--- src/rtl/btn_conditioner_pkg.sv ---
// rtl/btn_conditioner_pkg.sv - shared debounce state encoding and default game parameters
package btn_conditioner_pkg;

    localparam int DEF_DEBOUNCE_CYCLES = 1_000_000;
    localparam int DEF_NUM_LEVELS      = 4;
    localparam int CNT_W               = 24;

    typedef enum logic [1:0] {
        ST_IDLE         = 2'd0,
        ST_PRESS_WAIT   = 2'd1,
        ST_PRESSED      = 2'd2,
        ST_RELEASE_WAIT = 2'd3
    } db_state_t;

endpackage

--- src/rtl/btn_conditioner_if.sv ---
// rtl/btn_conditioner_if.sv - button inputs and conditioned outputs bundle
interface btn_conditioner_if;

    logic       pause_btn;
    logic       lev_btn;
    logic       pause_state;
    logic       pause_pulse;
    logic       lev_pulse;
    logic [1:0] lev_sel;

    modport master (
        output pause_btn, lev_btn,
        input  pause_state, pause_pulse, lev_pulse, lev_sel
    );

    modport slave (
        input  pause_btn, lev_btn,
        output pause_state, pause_pulse, lev_pulse, lev_sel
    );

endinterface

--- src/rtl/debounce_fsm.sv ---
// rtl/debounce_fsm.sv - one button channel: synchronizer, debounce FSM, stable counter, press strobe
module debounce_fsm
    import btn_conditioner_pkg::*;
#(
    parameter int DEBOUNCE_CYCLES = DEF_DEBOUNCE_CYCLES
) (
    input  logic clk,
    input  logic rst,
    input  logic btn_i,
    output logic pulse_o
);

    localparam logic [CNT_W-1:0] CNT_LAST = CNT_W'(DEBOUNCE_CYCLES - 1);

    logic             sync1_q, sync2_q;
    db_state_t        state_q, state_d;
    logic [CNT_W-1:0] cnt_q, cnt_d;
    logic             pulse_q, pulse_d;

    always_ff @(posedge clk) begin
        if (rst) begin
            sync1_q <= 1'b0;
            sync2_q <= 1'b0;
            state_q <= ST_IDLE;
            cnt_q   <= '0;
            pulse_q <= 1'b0;
        end else begin
            sync1_q <= btn_i;
            sync2_q <= sync1_q;
            state_q <= state_d;
            cnt_q   <= cnt_d;
            pulse_q <= pulse_d;
        end
    end

    // Any disagreement with the pending level restarts the stable-cycle count.
    always_comb begin
        state_d = state_q;
        cnt_d   = cnt_q;
        pulse_d = 1'b0;
        case (state_q)
            ST_IDLE: begin
                if (sync2_q) begin
                    state_d = ST_PRESS_WAIT;
                    cnt_d   = '0;
                end
            end
            ST_PRESS_WAIT: begin
                if (!sync2_q) begin
                    state_d = ST_IDLE;
                    cnt_d   = '0;
                end else if (cnt_q == CNT_LAST) begin
                    state_d = ST_PRESSED;
                    cnt_d   = '0;
                    pulse_d = 1'b1;
                end else begin
                    cnt_d = cnt_q + CNT_W'(1);
                end
            end
            ST_PRESSED: begin
                if (!sync2_q) begin
                    state_d = ST_RELEASE_WAIT;
                    cnt_d   = '0;
                end
            end
            ST_RELEASE_WAIT: begin
                if (sync2_q) begin
                    state_d = ST_PRESSED;
                    cnt_d   = '0;
                end else if (cnt_q == CNT_LAST) begin
                    state_d = ST_IDLE;
                    cnt_d   = '0;
                end else begin
                    cnt_d = cnt_q + CNT_W'(1);
                end
            end
            default: begin
                state_d = ST_IDLE;
                cnt_d   = '0;
            end
        endcase
    end

    assign pulse_o = pulse_q;

endmodule

--- src/rtl/btn_conditioner.sv ---
// rtl/btn_conditioner.sv - pause toggle and wrapping level select driven by two debounced buttons
module btn_conditioner
    import btn_conditioner_pkg::*;
#(
    parameter int DEBOUNCE_CYCLES = DEF_DEBOUNCE_CYCLES,
    parameter int NUM_LEVELS      = DEF_NUM_LEVELS
) (
    input  logic                clk,
    input  logic                rst,
    btn_conditioner_if.slave    bus
);

    localparam logic [1:0] LEV_MAX = 2'(NUM_LEVELS - 1);

    logic       pause_pulse;
    logic       lev_pulse;
    logic       pause_state_q, pause_state_d;
    logic [1:0] lev_sel_q, lev_sel_d;

    debounce_fsm #(.DEBOUNCE_CYCLES(DEBOUNCE_CYCLES)) u_pause_db (
        .clk     (clk),
        .rst     (rst),
        .btn_i   (bus.pause_btn),
        .pulse_o (pause_pulse)
    );

    debounce_fsm #(.DEBOUNCE_CYCLES(DEBOUNCE_CYCLES)) u_lev_db (
        .clk     (clk),
        .rst     (rst),
        .btn_i   (bus.lev_btn),
        .pulse_o (lev_pulse)
    );

    always_comb begin
        pause_state_d = pause_state_q;
        lev_sel_d     = lev_sel_q;
        if (pause_pulse) begin
            pause_state_d = ~pause_state_q;
        end
        if (lev_pulse) begin
            lev_sel_d = (lev_sel_q == LEV_MAX) ? 2'd0 : lev_sel_q + 2'd1;
        end
    end

    always_ff @(posedge clk) begin
        if (rst) begin
            pause_state_q <= 1'b0;
            lev_sel_q     <= 2'd0;
        end else begin
            pause_state_q <= pause_state_d;
            lev_sel_q     <= lev_sel_d;
        end
    end

    assign bus.pause_state = pause_state_q;
    assign bus.pause_pulse = pause_pulse;
    assign bus.lev_pulse   = lev_pulse;
    assign bus.lev_sel     = lev_sel_q;

endmodule

--- src/flat_wrapper.sv ---
// flat-port wrapper written by rule: the top's interface ports become plain ports
module btn_conditioner_flat import btn_conditioner_pkg::*;
#(
    parameter int DEBOUNCE_CYCLES = DEF_DEBOUNCE_CYCLES,
    parameter int NUM_LEVELS      = DEF_NUM_LEVELS
)
  (clk, rst, bus_pause_btn, bus_lev_btn, bus_pause_state, bus_pause_pulse, bus_lev_pulse, bus_lev_sel);
  btn_conditioner_if bus_i ();
  input  logic clk;
  input  logic rst;
  input wire logic [$bits(bus_i.pause_btn)-1:0] bus_pause_btn;
  input wire logic [$bits(bus_i.lev_btn)-1:0] bus_lev_btn;
  output wire logic [$bits(bus_i.pause_state)-1:0] bus_pause_state;
  output wire logic [$bits(bus_i.pause_pulse)-1:0] bus_pause_pulse;
  output wire logic [$bits(bus_i.lev_pulse)-1:0] bus_lev_pulse;
  output wire logic [$bits(bus_i.lev_sel)-1:0] bus_lev_sel;
  assign bus_i.pause_btn = bus_pause_btn;
  assign bus_i.lev_btn = bus_lev_btn;
  assign bus_pause_state = bus_i.pause_state;
  assign bus_pause_pulse = bus_i.pause_pulse;
  assign bus_lev_pulse = bus_i.lev_pulse;
  assign bus_lev_sel = bus_i.lev_sel;
  btn_conditioner #(.DEBOUNCE_CYCLES(DEBOUNCE_CYCLES), .NUM_LEVELS(NUM_LEVELS)) u_core (.clk(clk), .rst(rst), .bus(bus_i));
endmodule
--- config.mk ---
export PLATFORM = sky130hd
export DESIGN_NAME = btn_conditioner_flat
export DESIGN_NICKNAME = d
export VERILOG_FILES = /design/src/rtl/btn_conditioner_pkg.sv /design/src/rtl/btn_conditioner_if.sv /design/src/rtl/debounce_fsm.sv /design/src/rtl/btn_conditioner.sv /design/src/flat_wrapper.sv
export SDC_FILE = /design/constraint.sdc
export NUM_CORES = 1
export LEC_CHECK = 0
export CORE_MARGIN = 4
export CORE_UTILIZATION = 35
export DETAILED_ROUTE_END_ITERATION = 10
export HOLD_SLACK_MARGIN = 0.1
export PLACE_DENSITY = 0.47
export REMOVE_ABC_BUFFERS = 1
export SYNTH_ARGS = -nofsm -noshare
export SYNTH_HDL_FRONTEND = slang
export SYNTH_HIERARCHICAL = 1
export SYNTH_SLANG_ARGS = --single-unit
--- constraint.sdc ---
create_clock -name clk -period 2.1 [get_ports clk]
set_input_delay 0.42 -clock clk [delete_from_list [all_inputs] [get_ports clk]]
set_output_delay 0.42 -clock clk [all_outputs]
set_load 0.05 [all_outputs]
; Word level (Yosys, flattened, before mapping)
; Index checks and enable logic that the tools add are counted.
[totals]
register_bits = 61
input_bits = 4
out_inout_bits = 5
[op_classes]
n_addsub = 3
n_eq_ne = 17
muxes = 29
bitwise = 5
n_reduce_logical = 8
[op_table]
columns = operator, count
row1 = 2-to-1 mux 24 bit, 10
row2 = case mux 24 bit (4 select lines), 2
row3 = "adder 24 x 1 -> 24 bit, second input constant", 2
row4 = "equality test 24 x 20 -> 1 bit, second input constant", 2
row5 = 2-to-1 mux 2 bit, 13
row6 = case mux 2 bit (4 select lines), 2
row7 = "!= test 3 bit, second input constant", 4
row8 = "equality test 2 bit, second input constant", 5
row9 = "!= test 2 bit, second input constant", 4
row10 = AND reduction 4 bit, 2
row11 = OR reduction 3 bit, 2
row12 = NOT 1 bit, 5
row13 = "equality test 2 x 1 -> 1 bit, second input constant", 2
row14 = logical NOT 2 bit, 2
row15 = AND reduction 2 bit, 2
row16 = "adder 2 x 1 -> 2 bit, second input constant", 1
row17 = 2-to-1 mux 1 bit, 2

; Longest topological paths before layout
; Gate-level depths: netlist (run 1).
[logic_depth]
depth_word = 4
ltp_mapped = 7
mapped_depth_nobuf = 6

; By module
; Netlist (run 1), hierarchy kept.
[modules_own_cells]
columns = module, instances, cells_each, area_per_inst_um2, seq_area_each_um2
row1 = debounce_fsm, 2, 192, 1617.8, 580.6
row2 = btn_conditioner, 1, 11, 118.9, 60.1

; Worst setup path after synthesis (run 1)
; No wires, ideal clock.
[synth_path]
path_kind = register to register
startpoint = register u_core.u_lev_db.cnt_q[10]
endpoint = register u_core.u_lev_db.cnt_q[4]
arrival_time_ns = 1.710
required_ns = 1.968
path_slack_ns = 0.258
path_stages_with_launch = 8
n_path_buf = 2
synth_period_minus_slack_ns = 1.842
path_cell_list = dfxtp_1 buf_6 or4b_4 nor4_4 a211oi_4 buf_6 a21oi_1 a31oi_1
[synth_via]
elab_chain_len = 4
elab_cells_between_ends = 5
classes_between = eq/ne: 1 / mux: 4
[synth_rtl]
columns = item, line
row1 = "start, declared", debounce_fsm.sv:17  ; logic [CNT_W-1:0] cnt_q, cnt_d;
row2 = "start signal, assigned", debounce_fsm.sv:31  ; cnt_q <= cnt_d;
row3 = equality test 24 x 20 -> 1 bit *, "debounce_fsm.sv:52, debounce_fsm.sv:70"
row4 = 2-to-1 mux 24 bit *, "debounce_fsm.sv:52, debounce_fsm.sv:70"
row5 = 2-to-1 mux 24 bit (on tied branches), "debounce_fsm.sv:67, debounce_fsm.sv:49"
row6 = case mux 24 bit (4 select lines) *, debounce_fsm.sv:41  ; case (state_q)
; Every way passes the cells marked *; elsewhere a longest branch is shown, timed or not.
; A chain may end at the register's enable or synchronous reset.

; Worst setup path after layout (run 1)
[layout_path]
startpoint = register u_core.u_lev_db.pulse_q (netlist: u_core/u_lev_db/pulse_o)
endpoint = output bus_lev_pulse
[layout_lines]
columns = item, line
row1 = "start, declared", debounce_fsm.sv:18  ; logic pulse_q, pulse_d;
row2 = "start signal, assigned", debounce_fsm.sv:32  ; pulse_q <= pulse_d;
row3 = "end, declared", flat_wrapper.sv:15  ; output wire logic [$bits(bus_i.lev_pulse)-1:0] bus_lev_pulse;
; No word-level cell between the ends.

==> results.md, run 1 <==
- Clock Skew: 0.01012 ns
- Synth Flop Type: dfxtp_1
- Largest family of logic cells by synthesized area: simple AND/OR/NAND/NOR gates
- Initial antenna violation count: 0
- Largest net degree at the start of global routing: 26
- Nets: 449
- Die Area: 11210 um2
- Vias in the first global route: 2885
- Status: finished clean
- Hold Slack: 0.4428 ns
- Remaining DRCs: 0
- Syn Area/Cell: 8.492 um2
- CTS tree: yes
- F_max: 504.3 MHz
- Crit path cell chain: clkdlybuf4s50_1
- Routed Antenna Nets: 0
- Logic pwr share: 3.6%
- XOR/XNOR share of the synthesized area: 3.394%
- Worst Path Max Fanout: 4
- CTS buffer count: 9
- CP Capture Type: output port
- Setup violations, final: 0
- H-Tree Depth: 3
- Worst path bufs/invs: 1
- Starting Density: 36.13%
- Slew Limit Fails: 0
- Grt total ovfl: 0
- DIE WIDTH: 105.9 um
- Commonest cells after routing, fill and taps aside: 61 x dfxtp_1, 44 x nor2_1, 43 x buf_4, 32 x nand3_1, 30 x nand2_1
- Post-synth ARST share: 0%
- Drt first pass iters: 4
- Critical Path Source Type: flop
- Cell taking the most area after synthesis: dfxtp_1
- Max Cap Violations: 0
- Row Count: 35
- Top cells by area, synth: dfxtp_1 36%, nor2_1 4.9%, nand3_1 4.8%
- Final WL: 8295 um
- Routability cong.: 0.8450
- Top-area cell type share of the netlist area: 36.40%
- Compound-gate portion of the synthesized area: 16.19%
- Peak VDD IR: 0.3308 mV
- RSZ-0062 raised after global routing: false
- Hold Violations, Final: 0
- Crit path kind: flop to output port
- Post-Synth Adder-Cell Area: 1.119%
- IO Pins: 9
- Flop pwr share: 49.4%
- Vias: 3040
- Synth cell types: 40
- Total Routing Usage GR: 15.57%
- Setup bufs post-CTS: 0
- First-pass GRT wire length: 14290 um
- PD cells: 581.2 nW/um2
- Fin crit share: 94.44%
- Worst EP arrival: 1.56 ns
- Mux cell area share after synthesis: 1.492%
- Sink Count: 61
- ANT cells: 0
- IO buf count: 8
- Vias per cell: 5.278
- Layout Area Growth over Synthesis: 21.48%
- Cell Area, Synth: 3354 um2
- Core ar.: 9284 um2
- Slew headroom: 55.20%
- Total negative slack: 0 ns
- Fin crit period: 1.983 ns
- Switching Fraction: 24.73%
- Leading cell type in the layout, fill and taps excluded: dfxtp_1
- Clk pin slew, worst setup/hold paths: 0.08 ns
- Slowest stage cell, crit path: clkdlybuf4s50_1
- Clock root buffer master: clkbuf_8
- Syn Inst Count: 395
- Share of cells above drive strength 1: 18.12%
- Worst Tran Pin Value: 0.6695 ns
- Leak: 1.447 nW
- CTS Buffer Depth: 2
- Family with the most delay on the worst path: buffers and inverters
- WP data required: 1.68 ns
- CTS Hold Bufs: 0
- Yosys reg bits: 61
- Post-synthesis sequential area ratio: 36.40%
- Switch Pwr: 585.8 uW
- Worst-skew pair later-pin latency: 0.34 ns
- WL per Instance: 14.40 um
- Die height: 105.9 um
- Post-synth EDFFs: 0
- DR iter-0 viols: 170
- Post-DP HPWL: 5915 um
- Worst min path class: flop to flop
- Internal power: 1.783 mW
- Synth warn: 6
- Clock power frac: 47.0%
- Biggest cell delay along the critical path: 0.83 ns
- Post-synthesis simple-gate area fraction: 36.55%
[metal layers]
metal  part of all wire [%]  global-route usage (%)  vias to the layer above  wire length [um]
met5                      0                       0                        -                 0
met4                    1.0                   4.348                        0                85
met3                    4.3                   4.372                        7               360
met2                     41                   21.58                       59              3419
met1                     53                   23.33                     1411              4429
li1                       -                       -                     1563                 -
[power by group through the flow]
stage	registers [mW]	clock network (mW)	logic [mW]
finish	1.17	1.11	0.0860
global route	1.17	1.20	0.0948
CTS	1.17	1.15	0.0867
detailed placement	1.20	0	0.0865
global placement	1.20	0	0.0867
floorplan	1.19	0	0.0372
[cells by family after synthesis]
| kind of cell | Yosys count |
|---|---|
| multiplexers | 5 |
| AO/OA/AOI/OAI | 81 |
| AND/OR/NAND/NOR | 202 |
| flip-flops | 61 |
| buffers and inverters | 30 |
| adder cells (fa/ha/maj) | 3 |
| XOR/XNOR | 13 |
[cells in the mapped netlist, drive strengths merged (10+ instances only)]
library cell   n
a21oi         27
a22o          10
a31oi         16
clkbuf        10
dfxtp         61
inv           12
nand2         30
nand3         32
nand4         18
nor2          44
nor3          10
nor4          16
o21ai         16
[per-stage QoR]
step / power (mW) / util (%) / setup WS [ns] / cell area (um2) / cells
floorplan: 1.232 / - / 0.1458 / 3237 / 377
global placement: 1.283 / 41.59 / 0.1499 / 3861 / 560
detailed placement: 1.283 / 41.59 / 0.1423 / 3861 / 560
CTS: 2.408 / 43.83 / 0.08633 / 4069 / 576
global route: 2.461 / 43.89 / 0.01823 / 4075 / 576
finish: 2.368 / 43.89 / 0.1169 / 4075 / 576
[state kept, by name, summed over array words and instances (netlist names), named ones only]
| register | cells |
|---|---|
| u_core/u_lev_db/sync2_q | 1 |
| u_core/u_lev_db/state_q | 1 |
| u_core/u_lev_db/sync1_q | 1 |
| u_core/bus.pause_state | 1 |
| u_core/u_lev_db/pulse_o | 1 |
| u_core/u_pause_db/state_q | 1 |
| u_core/bus.lev_sel | 2 |
| u_core/u_pause_db/sync1_q | 1 |
| u_core/u_pause_db/sync2_q | 1 |
| u_core/u_pause_db/pulse_o | 1 |
| u_core/u_lev_db/cnt_q | 24 |
| u_core/u_pause_db/cnt_q | 24 |
[cell type report]
cell class	count	area, um2
Fill cell	950	5209
Multi-Input combinational cell	304	1977
Sequential cell	61	1221
Timing Repair Buffer	54	462.9
Tap cell	129	161.4
Clock buffer	10	137.6
Clock inverter	6	70.07
Inverter	12	45.04
[what timing repair did]
action	CTS	global route
endpoints found under the hold margin	0	0
setup endpoints to repair	0	1
gates resized for setup	0	1
[path summary, 6_finish.rpt]
check	startpoint	end	slack, ns	depth (start not counted)
setup / recovery	u_core/u_lev_db/pulse_o	bus_lev_pulse	0.12	1
hold / removal	u_core/u_lev_db/sync1_q	u_core/u_lev_db/sync2_q	0.44	1
setup reg to reg	u_core/u_pause_db/cnt_q[22]	u_core/u_pause_db/cnt_q[2]	0.18	6
hold reg to reg	u_core/u_lev_db/sync1_q	u_core/u_lev_db/sync2_q	0.44	1
No activity file was read; power rests on OpenSTA's default activity.
==> inputs of run 2 (changes only) <==
==> constraint.sdc (replaced) <==
create_clock -name clk -period 2.1 [get_ports clk]
set_input_delay 0.21 -clock clk [delete_from_list [all_inputs] [get_ports clk]]
set_output_delay 0.21 -clock clk [all_outputs]
set_load 0.05 [all_outputs]
==> results.md, run 2 (synthesis results as in run 1) <==
- Vias in the first global route: 2780 (-3.6%)
- Leading cell type in the layout, fill and taps excluded: dfxtp_1
- WL per Instance: 14.68 um (+1.9%)
- F_max: 520.8 MHz (+3.3%)
- Sink Count: 61 (unchanged)
- Remaining DRCs: 0 (unchanged)
- Biggest cell delay along the critical path: 0.56 ns (-0.27 ns)
- RSZ-0062 raised after global routing: false
- Storage cell area: 1221 um2 (unchanged)
- Share of cells above drive strength 1: 17.04% (-1.1 points)
- Slew Limit Fails: 0 (unchanged)
- Die height: 105.9 um (unchanged)
- Area of the multi-input gates: 1979 um2 (+0.13%)
- Leak: 1.453 nW (+0.39%)
- Total negative slack: 0 ns (unchanged)
- Max Cap Violations: 0 (unchanged)
- Clock root buffer master: clkbuf_8
- Die Area: 11210 um2 (unchanged)
- CTS buffer count: 9 (unchanged)
- Commonest cells after routing, fill and taps aside: 61 x dfxtp_1, 44 x nor2_1, 44 x buf_4, 32 x nand3_1, 30 x nand2_1
- CTS tree: yes
- Setup violations, final: 0 (unchanged)
- CTS Buffer Depth: 2 (unchanged)
- Routed Antenna Nets: 0 (unchanged)
- CP Capture Type: flop
- Slew headroom: 56.58% (+1.4 points)
- Starting Density: 36.13% (unchanged)
- Drt first pass iters: 4 (unchanged)
- Slowest stage cell, crit path: or4b_4
- Peak VDD IR: 0.2311 mV (-30%)
- DIE WIDTH: 105.9 um (unchanged)
- Final WL: 8439 um (+1.7%)
- H-Tree Depth: 3 (unchanged)
- Nets: 449 (unchanged)
- CTS Hold Bufs: 0 (unchanged)
- Largest net degree at the start of global routing: 26 (unchanged)
- IO Pins: 9 (unchanged)
- Layout Area Growth over Synthesis: 19.73%
- Clk pin slew, worst setup/hold paths: 0.07 ns (about the same)
- PD cells: 536.0 nW/um2 (-7.8%)
- Grt total ovfl: 0 (unchanged)
- Post-DP HPWL: 6000 um (+1.4%)
- Worst-skew pair later-pin latency: 0.33 ns (about the same)
- Worst EP arrival: 2.11 ns (+0.55 ns)
- Fin crit share: 91.44% (-3.0 points)
- Routability cong.: 0.8103 (-4.1%)
- Worst Tran Pin Value: 0.6490 ns (-0.02054 ns)
- Vias per cell: 5.350 (+1.4%)
- Worst Path Max Fanout: 17 (+13)
- DR iter-0 viols: 122 (-28%)
- Initial antenna violation count: 0 (unchanged)
- Crit path kind: flop to flop
- Clock Skew: 0.009144 ns (-0.0009777 ns)
- Fin crit period: 1.920 ns (-0.06294 ns)
- Critical Path Source Type: flop
- Fill count: 1002 (+5.5%)
- Hold Violations, Final: 0 (unchanged)
- Family with the most delay on the worst path: simple AND/OR/NAND/NOR gates
- Total Routing Usage GR: 15.50% (-0.068 points)
- Vias: 3076 (+1.2%)
- Worst min path class: input port to flop
- Status: finished clean
- Worst path bufs/invs: 1 (unchanged)
- ANT cells: 0 (unchanged)
- Design Power: 2.153 mW (-9.1%)
- First-pass GRT wire length: 14150 um (-0.97%)
- Core ar.: 9284 um2 (unchanged)
- Row Count: 35 (unchanged)
- Crit path cell chain: or4b_4 -> nor4_4 -> a211oi_4 -> buf_4 -> a21oi_1 -> a31oi_1
- IO buf count: 8 (unchanged)
- WP data required: 2.29 ns (+0.61 ns)
-- run 2: changes by cell type in the layout (fill, tap and decap cells not counted) --
cell	before	now
clkbuf_1	0	3
nor4_2	3	1
bufinv_16	1	0
clkinv_2	0	2
nor4_4	6	7
clkinvlp_4	3	0
nor4_1	7	8
inv_6	2	0
buf_4	43	44
buf_12	3	2
-- run 2: per-stage QoR --
stage / std cells / setup WS, ns / utilization [%] / area [um2] / hold slack [ns]
after CTS: 575 / 0.1570 / 43.17 / 4008 / 0.4165
after global routing: 575 / 0.04248 / 43.26 / 4016 / 0.4104
after global placement: 560 / 0.1839 / 41.46 / 3849 / 0.4186
after floorplan: 377 / 0.1458 / - / 3237 / 0.2791
final: 575 / 0.1798 / 43.26 / 4016 / 0.4294
after detailed placement: 560 / 0.1748 / 41.46 / 3849 / 0.4226
-- run 2: cell type report --
cell class                 count  share of cell area, %
timing repair buffer          54                  11.21
clock inverter                 2                 0.2492
inverter                      12                  1.121
multi-input combinational    304                  49.28
clock buffer                  13                  3.707
tap                          129                  4.019
sequential                    61                  30.40
-- run 2: routing by layer --
layer | part of all wire, % | wire length, um | track usage, %
met3 | 3.8 | 321 | 2.368
met2 | 43 | 3608 | 22.22
met4 | 1.1 | 89 | 5.273
met5 | 0 | 0 | 0
met1 | 52 | 4420 | 23.46
-- run 2: worst reg2reg max path, cell delays in order (launching register included) --
cell      delay, ns
dfxtp_1        0.32
or4b_4         0.56
nor4_4         0.34
a211oi_4       0.12
buf_4          0.22
a21oi_1        0.15
a31oi_1        0.07
-- run 2: final timing paths --
check	startpoint	endpoint	slack, ns	cells after the start
hold / removal	bus_pause_btn	u_core/u_pause_db/sync1_q	0.43	2
setup reg to reg	u_core/u_pause_db/cnt_q[22]	u_core/u_pause_db/cnt_q[11]	0.18	6
hold reg to reg	u_core/u_pause_db/sync1_q	u_core/u_pause_db/sync2_q	0.44	1
setup / recovery	u_core/u_pause_db/cnt_q[22]	u_core/u_pause_db/cnt_q[11]	0.18	6
-- run 2: what timing repair did --
action | in CTS | in global routing
endpoints found under the setup margin | 0 | 1
gates resized for setup | 0 | 1
setup buffers | 0 | 0
-- run 2: power breakdown --
| group | internal [mW] | total [mW] | switching, mW |
|---|---|---|---|
| logic | 0.0289 | 0.0837 | 0.0548 |
| clock network | 0.452 | 0.899 | 0.447 |
| registers | 1.16 | 1.17 | 0.00675 |
==> edit 1 (flow settings as in run 2) <==
`CNT_W`: 24 -> 16.
--- a/src/rtl/btn_conditioner_pkg.sv
+++ b/src/rtl/btn_conditioner_pkg.sv
@@ -3,7 +3,7 @@
 
     localparam int DEF_DEBOUNCE_CYCLES = 1_000_000;
     localparam int DEF_NUM_LEVELS      = 4;
-    localparam int CNT_W               = 24;
+    localparam int CNT_W               = 16;
 
     typedef enum logic [1:0] {
         ST_IDLE         = 2'd0,
Behaviour: no difference found for any inputs over 10 cycles, from zero or initial values and one cycle with rst high; that may be too few to reach the edited logic, so the function may still have changed.
==> edit 1 against run 2 <==
Via count is 39% lower; routed wire length is 42% lower; setup slack better by 0.019 ns; power is 33% lower; global-route usage is 1.4 points lower; combinational power is 38% lower; cell area is 35% lower; sequential cell count is 16 lower; area after synthesis is 34% lower; final cell count is 39% lower; critical endpoint is now u_core/u_pause_db/cnt_q[5]; largest power group unchanged.
==> edit 1: results (changes against run 2) <==
| Metric | Value |
|---|---|
| First-pass GRT wire length | 8.562 mm (-39%) |
| Clk buf depth | 2 (unchanged) |
| Cts repair resizes | 0 (unchanged) |
| Overall routing resource usage | 0.1409 (-0.01414) |
| Post-synth EDFFs | 0 (unchanged) |
| Grt total ovfl | 0 (unchanged) |
| CP peak stage delay | 0.56 ns (about the same) |
| # H-tree levels | 2 (-1) |
| Clk_skew | 0.004108 ns (-0.005036 ns) |
| Slowest library cell on the worst path | or4_4 |
| Relative slew slack | 0.4326 (-0.1332) |
| N_diodes | 0 (unchanged) |
| Critical Path Fanout Max | 19 (+2) |
| Pre-Repair DR Iteration Count | 4 (unchanged) |
| Clock buffer count from CTS | 5 (-4) |
| Worst hold path type | flop to flop |
| Drt wl/cell | 13.97 um (-4.8%) |
| Yosys cell types | 40 (unchanged) |
| Worst VDD drop | 0.0003460 V (+50%) |
| Worst-path clk slew | 0.09 ns (+0.02 ns) |
| Leak | 0.9357 nW (-36%) |
| Clk_lat worst skew | 0.30 ns (-0.03 ns) |
| Startpoint types | flop |
| HP Start | u_core/u_pause_db/sync1_q |
| Placer Congestion | 0.7514 (-7.3%) |
| Vias in the first global route | 1704 (-39%) |
| Crit-path leading delay family | simple AND/OR/NAND/NOR gates |
| # port buffers | 8 (unchanged) |
| Vias/cell | 5.366 (+0.32%) |
| Switching share of power | 0.2362 (about the same) |
| Reg-to-Reg Start | u_core/u_pause_db/cnt_q[15] |
| Asr flop ratio synth | 0 (unchanged) |
| Status | finished, final reports clean |
| Largest net degree at the start of global routing | 20 (-23%) |
| Sequential area share after synthesis | 0.4079 (+0.04389) |
| Rows | 28 (-20%) |
| Layout cells sized above 1 | 0.1841 (+0.01371) |
| Clock root buffer | clkbuf_8 |
| Synth top area cells | dfxtp_1, a21oi_1, a31oi_1 |
| Top post-synthesis cells by count | dfxtp_1, nor2_1, nand2_1, a21oi_1, nand3_1 |
| Final #Nets | 283 (-37%) |
| Detailed Place HPWL | 3.526 mm (-41%) |
| Arr. time, crit path | 2.10 ns |
| Max_cap viols | 0 (unchanged) |
| Drt first-iter violations | 74 (-39%) |
| Antenna violations before repair | 0 (unchanged) |
| Synth warn | 6 (unchanged) |
[edit 1: cell types whose count changed after synthesis, sizes merged, moves of 10 or more]
| cell | run 2 | this run |
|---|---|---|
| nor2 | 44 | 22 |
| dfxtp | 61 | 45 |
| nand3 | 32 | 16 |
| nand4 | 18 | 6 |
| nor4 | 16 | 4 |
| nand2 | 30 | 20 |
[edit 1: stage by stage]
step | hold WS [ns] | instances | instance area (um2) | utilization | setup slack (ns)
floorplan | 0.2791 | 239 | 2156 | - | 0.2839
global placement | 0.4342 | 344 | 2495 | 0.4140 | 0.1817
detailed placement | 0.4357 | 344 | 2495 | 0.4140 | 0.1578
CTS | 0.4448 | 352 | 2581 | 0.4284 | 0.1352
global route | 0.4519 | 352 | 2599 | 0.4313 | 0.02168
finish | 0.4485 | 352 | 2599 | 0.4313 | 0.1991
[edit 1: area by class of cell]
class,instances,area (um2)
fill,631,3427
multi-input combinational,190,1257
sequential,45,900.9
timing repair buffer,30,245.2
tap,75,93.84
clock buffer,5,68.82
clock inverter,3,17.52
inverter,4,15.01
[edit 1: cells by family (layout without fill, tap and decap cells)]
logic type,Yosys count,in the layout,share of synthesized area
multiplexers,5,5,0.02266
AO/OA/AOI/OAI,61,61,0.1734
flip-flops,45,45,0.4079
AND/OR/NAND/NOR,112,112,0.3127
XOR/XNOR,9,9,0.03570
buffers and inverters,10,42,0.03059
adder cells (fa/ha/maj),3,3,0.01700
[edit 1: path summary, 6_finish.rpt]
path / to / slack, ns / cells after the start
worst max-delay path: u_core/u_pause_db/cnt_q[5] / 0.20 / 5
worst min-delay path: u_core/u_pause_db/sync2_q / 0.45 / 1
worst max register to register: u_core/u_pause_db/cnt_q[5] / 0.20 / 5
worst min register to register: u_core/u_pause_db/sync2_q / 0.45 / 1
[edit 1: power by group through the flow]
stage               logic, mW  clock network, mW  registers, mW
floorplan              0.0234                  0          0.880
global placement       0.0525                  0          0.881
detailed placement     0.0522                  0          0.881
CTS                    0.0523              0.561          0.861
global route           0.0580              0.588          0.862
finish                 0.0516              0.538          0.861
[edit 1: layer usage]
| metal | vias to the layer above | global-route usage | routed length (um) |
|---|---|---|---|
| met1 | 869 | 0.2164 | 2774 |
| met5 | - | 0 | 0 |
| met3 | 4 | 0.03217 | 147 |
| li1 | 990 | - | - |
| met2 | 26 | 0.1904 | 1937 |
| met4 | 0 | 0.04603 | 57 |
==> edit 2 (settings of run 2) <==
Without the edit above. Re-encode `db_state_t` (4 states) as one-hot, 4 bits wide.
--- a/src/rtl/btn_conditioner_pkg.sv
+++ b/src/rtl/btn_conditioner_pkg.sv
@@ -5,11 +5,11 @@
     localparam int DEF_NUM_LEVELS      = 4;
     localparam int CNT_W               = 24;
 
-    typedef enum logic [1:0] {
-        ST_IDLE         = 2'd0,
-        ST_PRESS_WAIT   = 2'd1,
-        ST_PRESSED      = 2'd2,
-        ST_RELEASE_WAIT = 2'd3
+    typedef enum logic [3:0] {
+        ST_IDLE         = 4'b0001,
+        ST_PRESS_WAIT   = 4'b0010,
+        ST_PRESSED      = 4'b0100,
+        ST_RELEASE_WAIT = 4'b1000
     } db_state_t;
 
 endpackage
Formal check against the unedited RTL: same outputs for any inputs over 10 cycles, from zero or initial values and one cycle with rst high; not proved beyond that.
==> edit 2 against run 2 <==
Setup slack worse by 0.063 ns; largest cell class unchanged; routed wire length is 8.4% lower; die area is 3.5% higher; area after synthesis is 3.8% higher; critical path depth stayed put; hold slack worse by 0.016 ns; clock skew is 0.0012 ns higher; sequential cell count is 4 higher; count of clock-buffer cells in the layout is 1 lower; critical endpoint is now u_core/u_lev_db/cnt_q[14]; cell area is 3.5% higher.
Power is not compared: it rests on default switching activity, and its combinational part moved more than twofold at a synthesized area within 25%.
==> edit 2: results (changes against run 2) <==
| Metric | Value |
|---|---|
| Status | finished, final reports clean |
| Antenna violations before repair | 0 (unchanged) |
| Yosys cell types | 50 (+25%) |
| Clock buffer count from CTS | 9 (unchanged) |
| Sequential area share after synthesis | 0.3737 (+0.009654) |
| Worst hold path type | input port to flop |
| Drt first-iter violations | 145 (+19%) |
| Detailed Place HPWL | 5.511 mm (-8.2%) |
| Final #Nets | 442 (-1.6%) |
| # port buffers | 8 (unchanged) |
| DP Worst Slack | -0.004565 ns (-0.1793 ns) |
| Worst VDD drop | 0.0002336 V |
| Critical Path Fanout Max | 13 (-4) |
| Arr. time, crit path | 2.21 ns (+0.10 ns) |
| Clock root buffer | clkbuf_8 |
| Synth top area cells | dfxtp_1, xnor2_1, nand3_1 |
| M1 GR Usage | 0.2104 (-0.02418) |
| Drt wl/cell | 13.52 um (-7.9%) |
| Vias in the first global route | 2795 (+0.54%) |
| Met3 global-route usage | 0.03959 (+0.01591) |
| Overall routing resource usage | 0.1469 (-0.008099) |
| Asr flop ratio synth | 0 (unchanged) |
| GR met2 Demand/Resource | 0.2096 (-0.01263) |
| Largest net degree at the start of global routing | 24 (-7.7%) |
| DP Area | 3854 um2 (+0.13%) |
| Slowest library cell on the worst path | nor4_4 |
| Layout cells sized above 1 | 0.1868 (+0.01638) |
| Crit-path leading delay family | simple AND/OR/NAND/NOR gates |
| Final worst slack | 0.1163 ns (-0.06348 ns) |
| Pre-Repair DR Iteration Count | 4 (unchanged) |
| Worst-Margin Slew | 0.6110 ns (-0.03796 ns) |
| N_diodes | 0 (unchanged) |
| Leak | 1.398 nW |
| CP peak stage delay | 0.43 ns (-0.13 ns) |
| First-pass GRT wire length | 13.69 mm (-3.3%) |
| Top post-synthesis cells by count | dfxtp_1, nor2_1, nand2_1, nand3_1, xnor2_1 |
| Synth warn | 6 (unchanged) |
| Via count | 3013 (-2.0%) |
| Clk buf depth | 2 (unchanged) |
| Sw power | 594.8 uW |
| Clk_lat worst skew | 0.34 ns |
| Placer Congestion | 0.7545 (-6.9%) |
| # H-tree levels | 3 (unchanged) |
| Clk_skew | 0.01037 ns (+0.001222 ns) |
| Post-synth EDFFs | 0 (unchanged) |
| Worst-path clk slew | 0.07 ns (about the same) |
| Top flop regs | u_core/u_lev_db/cnt_q x24, u_core/u_pause_db/cnt_q x24 |
edit 2: cell count changes after synthesis, moves of 8 or more:
cell / before / now
xnor2_1: 7 / 23
nor3_1: 10 / 18
nor2_2: 0 / 8
a31oi_1: 16 / 8
a21oi_1: 25 / 15
nor2_1: 44 / 36
edit 2: routing by layer:
metal | part of all wire | vias up
li1 | - | 1554
met1 | 0.52 | 1410
met2 | 0.43 | 42
met3 | 0.046 | 7
met4 | 0.012 | 0
met5 | 0 | -
edit 2: path summary, 6_finish.rpt:
kind	cells past startpoint	to	from
setup / recovery	6	u_core/u_lev_db/cnt_q[14]	u_core/u_lev_db/cnt_q[6]
hold / removal	2	u_core/u_pause_db/sync1_q	bus_pause_btn
setup reg to reg	6	u_core/u_lev_db/cnt_q[14]	u_core/u_lev_db/cnt_q[6]
hold reg to reg	1	u_core/u_pause_db/sync2_q	u_core/u_pause_db/sync1_q
edit 2: metrics by stage:
step	power (mW)	setup TNS [ns]	hold slack (ns)	instances
6_report	2.505	0	0.4135	572
5_1_grt	2.610	0	0.3997	572
4_1_cts	2.550	0	0.3965	567
3_5_place_dp	1.449	-0.004565	0.4283	551
3_3_place_gp	1.450	-0.002415	0.4268	551
2_1_floorplan	1.353	0	0.2791	383
edit 2: cell families after synthesis:
kind of cell / count (synthesis) / share of synthesized area
AND/OR/NAND/NOR: 210 / 0.3723
AO/OA/AOI/OAI: 61 / 0.1121
flip-flops: 65 / 0.3737
buffers and inverters: 30 / 0.04384
adder cells (fa/ha/maj): 3 / 0.01078
multiplexers: 5 / 0.01437
XOR/XNOR: 29 / 0.07294
edit 2: layout make-up:
cell class	count	area (um2)
Sequential cell	65	1304
Multi-Input combinational cell	308	2088
Clock inverter	3	40.04
Fill cell	987	5573
Clock buffer	12	155.1
Tap cell	133	166.4
Inverter	10	37.54
Timing Repair Buffer	41	365.4
edit 2: what timing repair did:
action,in CTS,in global routing
pin swaps,1,6
buffers inserted,1,5
gates resized for setup,1,12
endpoints found under the setup margin,14,37
edit 2: power groups by stage:
stage	combinational [mW]	sequential [mW]	clock, mW
after floorplan	0.0772	1.28	0
after global placement	0.174	1.28	0
after detailed placement	0.172	1.28	0
after CTS	0.173	1.25	1.13
after global routing	0.187	1.25	1.17
final	0.171	1.25	1.09
